--- config.mk ---
export PLATFORM = sky130hd
export DESIGN_NAME = mask_bbox
export DESIGN_NICKNAME = d
export VERILOG_FILES = /design/src/rtl/mask_bbox.sv
export SDC_FILE = /design/constraint.sdc
export NUM_CORES = 1
export LEC_CHECK = 0
export CAP_MARGIN = 20
export CORE_ASPECT_RATIO = 1.75
export CORE_MARGIN = 4
export CORE_UTILIZATION = 56
export DETAILED_ROUTE_END_ITERATION = 8
export GPL_TIMING_DRIVEN = 0
export PLACE_DENSITY = 0.84
export SKIP_LAST_GASP = 1
export SYNTH_ARGS = -nofsm -noshare
export SYNTH_HDL_FRONTEND = slang
export SYNTH_SLANG_ARGS = --single-unit
--- constraint.sdc ---
create_clock -name clk -period 6.7 [get_ports clk]
set_clock_uncertainty 0.2 [all_clocks]
set_input_delay 0.67 -clock clk [delete_from_list [all_inputs] [get_ports clk]]
set_output_delay 0.67 -clock clk [all_outputs]
set_load 0.01 [all_outputs]
--- src/rtl/mask_bbox.sv ---
// Per-frame bounding box of the binary paddle mask, with a minimum-pixel
// threshold and a hold-over of the last good box across short drop-outs.
module mask_bbox #(
    parameter int H_ACTIVE   = 640,
    parameter int V_ACTIVE   = 480,
    parameter int MIN_COUNT  = 64,
    parameter int MISS_LIMIT = 4
) (
    input  logic        clk,
    input  logic        reset_n,
    input  logic        in_valid,
    input  logic        in_mask,
    input  logic [12:0] in_row,
    input  logic [12:0] in_col,
    output logic [12:0] T,
    output logic [12:0] B,
    output logic [12:0] L,
    output logic [12:0] R,
    output logic        sync,
    output logic        found,
    output logic [19:0] count,
    output logic        drop
);
    localparam int              MW        = $clog2(MISS_LIMIT + 2);
    localparam logic [12:0]     ROW_LIM   = 13'(V_ACTIVE);
    localparam logic [12:0]     COL_LIM   = 13'(H_ACTIVE);
    localparam logic [12:0]     ROW_LAST  = 13'(V_ACTIVE - 1);
    localparam logic [12:0]     COL_LAST  = 13'(H_ACTIVE - 1);
    localparam logic [19:0]     MIN_CNT   = 20'(MIN_COUNT);
    localparam logic [MW-1:0]   MISS_MAX  = MW'(MISS_LIMIT);
    localparam logic [12:0]     COORD_MAX = 13'h1fff;

    typedef enum logic {WAIT_SOF, ACCUM} state_t;

    state_t        state, state_nxt;
    logic [12:0]   min_r, max_r, min_c, max_c;
    logic [19:0]   cnt;
    logic [MW-1:0] miss_cnt, miss_inc;
    logic          accepted, sof, eof, commit, restart, hit, hold;
    logic [12:0]   nx_min_r, nx_max_r, nx_min_c, nx_max_c;
    logic [19:0]   nx_cnt;

    assign accepted = in_valid && (in_row < ROW_LIM) && (in_col < COL_LIM);
    assign sof      = accepted && (in_row == '0) && (in_col == '0);
    assign eof      = accepted && (in_row == ROW_LAST) && (in_col == COL_LAST);

    always_ff @(posedge clk) begin
        // NOTE: sequential state uses <= so every register samples pre-edge values.
        if (!reset_n) state <= WAIT_SOF;
        else          state <= state_nxt;
    end

    always_comb begin
        // NOTE: every combinational output gets a default first, so no path infers a latch.
        state_nxt = state;
        commit    = 1'b0;
        restart   = 1'b0;
        case (state)
            WAIT_SOF: if (sof) state_nxt = ACCUM;
            ACCUM: begin
                if (sof) begin
                    restart = 1'b1;
                end else if (eof) begin
                    commit    = 1'b1;
                    state_nxt = WAIT_SOF;
                end
            end
            default: state_nxt = WAIT_SOF;
        endcase
    end

    // Accumulators including the current pixel; a SOF restarts them from empty.
    always_comb begin
        // NOTE: blocking = here chains the seed value into the min/max update within one cycle.
        nx_min_r = sof ? COORD_MAX : min_r;
        nx_max_r = sof ? '0 : max_r;
        nx_min_c = sof ? COORD_MAX : min_c;
        nx_max_c = sof ? '0 : max_c;
        nx_cnt   = sof ? '0 : cnt;
        if (accepted && in_mask) begin
            if (in_row < nx_min_r) nx_min_r = in_row;
            if (in_row > nx_max_r) nx_max_r = in_row;
            if (in_col < nx_min_c) nx_min_c = in_col;
            if (in_col > nx_max_c) nx_max_c = in_col;
            if (nx_cnt != '1) nx_cnt = nx_cnt + 20'd1;
        end
    end

    assign hit      = (nx_cnt >= MIN_CNT);
    assign miss_inc = (miss_cnt >= MISS_MAX) ? MISS_MAX : miss_cnt + MW'(1);
    assign hold     = (miss_inc < MISS_MAX);

    // NOTE: the accumulators carry no reset; they are always reloaded at SOF before being read.
    always_ff @(posedge clk) begin
        if (sof || (state == ACCUM && accepted)) begin
            min_r <= nx_min_r;
            max_r <= nx_max_r;
            min_c <= nx_min_c;
            max_c <= nx_max_c;
            cnt   <= nx_cnt;
        end
    end

    always_ff @(posedge clk) begin
        if (!reset_n) begin
            T        <= COORD_MAX;
            B        <= '0;
            L        <= COORD_MAX;
            R        <= '0;
            sync     <= 1'b0;
            found    <= 1'b0;
            count    <= '0;
            drop     <= 1'b0;
            miss_cnt <= '0;
        end else begin
            sync <= commit;
            drop <= restart;
            if (commit) begin
                count <= nx_cnt;
                found <= hit;
                if (hit) begin
                    T        <= nx_min_r;
                    B        <= nx_max_r;
                    L        <= nx_min_c;
                    R        <= nx_max_c;
                    miss_cnt <= '0;
                end else begin
                    miss_cnt <= miss_inc;
                    // Past the hold-over window the box becomes inverted so it can never overlap.
                    if (!hold) begin
                        T <= COORD_MAX;
                        B <= '0;
                        L <= COORD_MAX;
                        R <= '0;
                    end
                end
            end
        end
    end

endmodule

-- Word-level counts from Yosys, hierarchy flattened
Index checks and enable logic that the tools add are counted.
- order comparisons: 9
- bitwise logic cells: 1
- reduce and logical (&&, ||, !) cells: 13
- mux-type cells: 30
- $add $sub $neg: 2
- equality and inequality tests: 4
- operator list (cell ; count):
    $mux W13 ; 18
    $mux W20 ; 3
    $gt A13 B13 Y1 ; 2
    $logic_not A13 Y1 ; 2
    $lt A13 B13 Y1 ; 2
    $add A20 B1 Y20 const B ; 1
    $ge A20 B7 Y1 const B ; 1
    $ne A20 B20 Y1 const B ; 1
    $eq A13 B10 Y1 const B ; 1
    $eq A13 B9 Y1 const B ; 1
    $lt A13 B10 Y1 const B ; 1
    $lt A13 B9 Y1 const B ; 1
    $logic_and A1 B1 Y1 ; 8
    $mux W1 ; 6
    $mux W3 ; 2
    $reduce_and A2 Y1 ; 2
    $add A3 B1 Y3 const B ; 1
    $ge A3 B3 Y1 const B ; 1
    $lt A3 B3 Y1 const B ; 1
    $ne A2 B2 Y1 const B ; 1
    $pmux W1 S2 ; 1
    $logic_or A1 B1 Y1 ; 1
    $not A1 Y1 ; 1
- word-level logic and storage cells: 74
- input port bits: 30
- output and inout bits: 75
- bits in registers: 151

-- Depth between registers and ports, before layout
Gate-level depths: netlist of run 1.
- word-level depth: 12
- gate-level depth with buffers: 17
- mapped depth without buffers: 14

-- Worst setup path before layout of run 1
No wires, ideal clock.
- path type: input to register
- start: input port in_col[11]
- end: register cnt[0] (enable)
- setup time: 0.526 ns
- buffers on the path: 1
- arrival: 5.142 ns
- setup slack: 0.832 ns
- stages on the path: 5
- required time: 5.974 ns
- cells stage by stage: nor4_4 > nand2_2 > or3_1 > buf_2 > a21oi_1
- longest elaborated chain between the ends: 5
- elaborated cells on any way between the ends: 7
- those cells by class: order compare: 1; reduce/logical: 6
- ends and longest elaborated chain (what ; line ; source):
    from (decl) ; 14 ; input logic [12:0] in_col,
    $lt A13 B10 Y1 ; 43 ; assign accepted = in_valid && (in_row < ROW_LIM) && (in_col < COL_LIM);
    $logic_and A1 B1 Y1 ; 43 ;
    $logic_and A1 B1 Y1 (2 in series) ; 44 ; assign sof = accepted && (in_row == '0) && (in_col == '0);
    $logic_or A1 B1 Y1 * ; 95 ; if (sof || (state == ACCUM && accepted)) begin
    to (signal assigned) ; 100 ; cnt <= nx_cnt;
    to (decl) ; 37 ; logic [19:0] cnt;
Every way passes the cells marked *; elsewhere a longest branch is shown, timed or not.
A chain may end at the register's enable or synchronous reset.

-- Worst setup path after layout of run 1
- start: input port in_col[8]
- end: register min_r[4] (data pin)
- longest elaborated chain between the ends: 8
- elaborated cells on any way between the ends: 10
- those cells by class: order compare: 2; mux: 3; reduce/logical: 5
- ends and longest elaborated chain (what ; line ; source):
    $lt A13 B10 Y1 ; 43 ;
    $logic_and A1 B1 Y1 ; 43 ;
    $logic_and A1 B1 Y1 (2 in series) ; 44 ;
    $mux W13 ; 75 ; nx_min_r = sof ? COORD_MAX : min_r;
    $lt A13 B13 Y1 ; 81 ; if (in_row < nx_min_r) nx_min_r = in_row;
    $mux W13 ; 81 ;
    $mux W13 * ; 80 ; if (accepted && in_mask) begin
    named net nx_min_r[4] ; 40 ; logic [12:0] nx_min_r, nx_max_r, nx_min_c, nx_max_c;
    to (signal assigned) ; 96 ; min_r <= nx_min_r;
    to (decl) ; 36 ; logic [12:0] min_r, max_r, min_c, max_c;
The timed path passes the listed nets; every way through them passes the cells marked *.

==> qor.yml, run 1 <==
floorplanning:
  start_util_pct: 57.2
  die_h_um: 166
  die_area_sq_um: 16300
  dieWidth_um: 98.1
  row_count: 57
  num_io_pins: 105
  core_sq_um: 13900
global_route:
  grt_pass1_wl_um: 35400
  grt_pass1_vias: 6691
  grt_usage_pct: 28.0
  overflow: 0
  grt_max_degree: 30
  grt_antenna_before_repair: 0
route:
  wire_per_inst_um: 21.6
  viasPerCell: 6.13
  wl_um: 22900
  ant_nets: 0
  vias: 6483
  drt_first_pass_iters: 5
  route.detailed.drc: 0
  drtIter0Drc: 386
sta:
  hold_viol_final: 0
  drv_slew: 0
  period_minus_slack_ns: 6.13
  hold_slack_ns: 0.259
  tightest_slew_ns: 1.18
  rsz0062_at_grt: "false"
  fmax_ghz: 0.163
  finalSetupViolations: 0
  relSlewSlack_pct: 20.4
  period_share_pct: 91.4
worst_setup_path:
  end_kind: "register"
  critPathLaunchType: "primary input"
  worstPathCellList: "clkdlybuf4s50_1, o21ai_0, nand3_1, nor4_1, buf_2, buf_1, nor2_1, ha_1, a21o_1, a21o_1, a2111oi_0, o211a_1, buf_2, mux2_2, inv_1"
  critPathSlowestCell: "nor4_1"
  r2r_slack_ns: 3.04
  critPathBufInv: 5
  criticalPathCategory: "in2reg"
  arrival_ns: 6.21
  critPathTopFamily: "buffers and inverters"
  cp_max_fo: 10
  critPathMaxStageDelay_ns: 1.04
  crit_required_ns: 6.79
synthesis:
  synth_warnings: 0
  syn-num-nets: 823
  synth_area_leaders: "edfxtp_1 27%, dfxtp_1 20%, ha_1 7.9%"
  synth-seq-cells: 151
  async_flop_share_pct: 0
  synth_top_area_share_pct: 27.2
  syn_area_sq_um: 7960
  yosysTopAreaCell: "edfxtp_1"
  syn_inst: 743
  synth_area_per_cell_sq_um: 10.7
  ys_seq_area_share_pct: 47.0
  synth_edf_count: 72
  synth.most_common_cell: "dfxtp_1"
  synthFlopType: "dfxtp_1"
  ys_top_cells_by_count: "79 x dfxtp_1, 78 x nand2_1, 72 x edfxtp_1"
  ys_types: 73
cts:
  post_cts_resized: 0
  insertion_delay_ns: 0.42
  post-cts-setup-buffers: 0
  cts.clk_slew.worst_paths_ns: 0.06
  cts_buffers: 17
  tritoncts: "done"
  cts.htree.levels: 4
  holdBufCountCts: 0
  clkSinkCount: 151
  cts_max_path_buffers: 2
  cts_root_buf: "clkbuf_16"
placement:
  gp_congestion: 0.963
  portBuffers: 104
  dpl_cell_area_sq_um: 9280
  hpwl_um: 17100
power_and_ir_drop:
  ir_drop_v: 0.000166
  p_per_area_nw_per_um2: 210
  leakage_nw: 3.70
final_layout:
  drive_gt1_share_pct: 13.6
  stdcell_area_sq_um: 9910
  multi_input_area_sq_um: 3860
  insertedDiodeCount: 0
  layout.nets: 948
  area_growth_pct: 24.5
  n_fill_cell: 1006
  seqCellArea_sq_um: 3740
run:
  drv_cap: 0
status:
  status: "finished, final reports clean"
min_path:
  min_path_type: "reg2reg"
kinds of logic after synthesis:
kind of cell,count (synthesis),share of synthesized area (%)
buffers and inverters,79,4.68
and+or+nand+nor,257,17.3
DFF,151,47.0
adders and majority gates,50,7.86
muxes,41,5.66
AOI/OAI and AO/OA,154,16.1
xor gates and xnor gates,11,1.30
worst min-delay path, stage by stage (launching register included):
cell,delay (ns)
dfxtp_1,0.30
nand2_1,0.04
a21boi_0,0.06
registers in the layout (all words and copies together) (netlist names):
signal    count
min_c        13
sync          1
min_r        13
T            13
R            13
max_r        13
cnt          20
drop          1
found         1
miss_cnt      3
B            13
state         1
max_c        13
count        20
L            13
report_power, final:
part	switching, mW	total, mW	internal, mW
clock	0.397	1.03	0.630
sequential	0.000000000103	0.957	0.957
combinational	0.0548	0.0956	0.0408
total	0.451	2.08	1.63
cell type report:
cell class	count	area share [%]
multi-input cells	513	39.0
flip-flops and latches	151	37.8
repair buffers	106	10.9
clock buffers	19	4.37
well taps	177	2.24
plain buffers	33	2.02
clock inverters	13	1.96
inverters	46	1.74
final timing paths:
kind,startpoint,cells past startpoint,end
setup / recovery,in_col[8],15,min_r[4]
hold / removal,count[8],2,count[8]
setup reg to reg,cnt[4],11,R[6]
hold reg to reg,count[8],2,count[8]
through the flow:
step / util, % / setup TNS, ns / setup WS (ns) / total power, mW / cells
3_3_place_gp: 66.3 / -113.98 / -1.59 / 1.07 / 1024
4_1_cts: 71.2 / 0 / 0.752 / 2.08 / 1058
5_1_grt: 71.2 / 0 / 0.377 / 2.13 / 1058
2_1_floorplan: - / 0 / 0.832 / 1.02 / 743
6_report: 71.2 / 0 / 0.573 / 2.08 / 1058
3_5_place_dp: 66.7 / 0 / 0.382 / 1.07 / 1026
placed cells by master (no fill, tap or decap), drive strengths merged, types with 3 or more instances in the layout:
master	count
nor2b	7
nor2	64
or4	9
a2bb2oi	20
bufinv	4
o22a	9
a31oi	7
xnor2	3
edfxtp	72
nor3b	4
buf	22
a21o	8
and3	6
nand4	19
ha	50
nand3	19
dfxtp	79
o21a	4
nor3	11
clkbuf	32
a21boi	17
nand2	79
clkdlybuf4s50	104
o21ai	18
a311oi	3
or3	3
a21oi	25
a22o	26
nor4	12
and2	12
mux2	22
inv	51
nand2b	3
xor2	8
and4	6
mux2i	19
layer usage:
layer,up-vias,track usage [%],share of wire [%]
met1,3090,28.1,34
met3,113,4.29,4.6
met4,0,18.4,7.2
li1,3002,-,-
met5,-,0,0
met2,278,52.0,54
(Power assumes the default switching activity.)
==> inputs of run 2 (changes only) <==
==> constraint.sdc (replaced) <==
create_clock -name clk -period 6.99 [get_ports clk]
set_clock_uncertainty 0.2 [all_clocks]
set_input_delay 0.699 -clock clk [delete_from_list [all_inputs] [get_ports clk]]
set_output_delay 0.699 -clock clk [all_outputs]
set_load 0.01 [all_outputs]
==> results of run 2 <==
Same layout as run 1 (identical final DEF). Status: finished, final reports clean.
Among the figures that moved: setup slack after placement 0.382 ns -> 0.643 ns; setup slack after layout 0.573 ns -> 0.834 ns; register-to-register setup slack 3.04 ns -> 3.33 ns; total power 2.08 mW -> 1.99 mW; worst IR drop on VDD 0.000166 V -> 0.000159 V
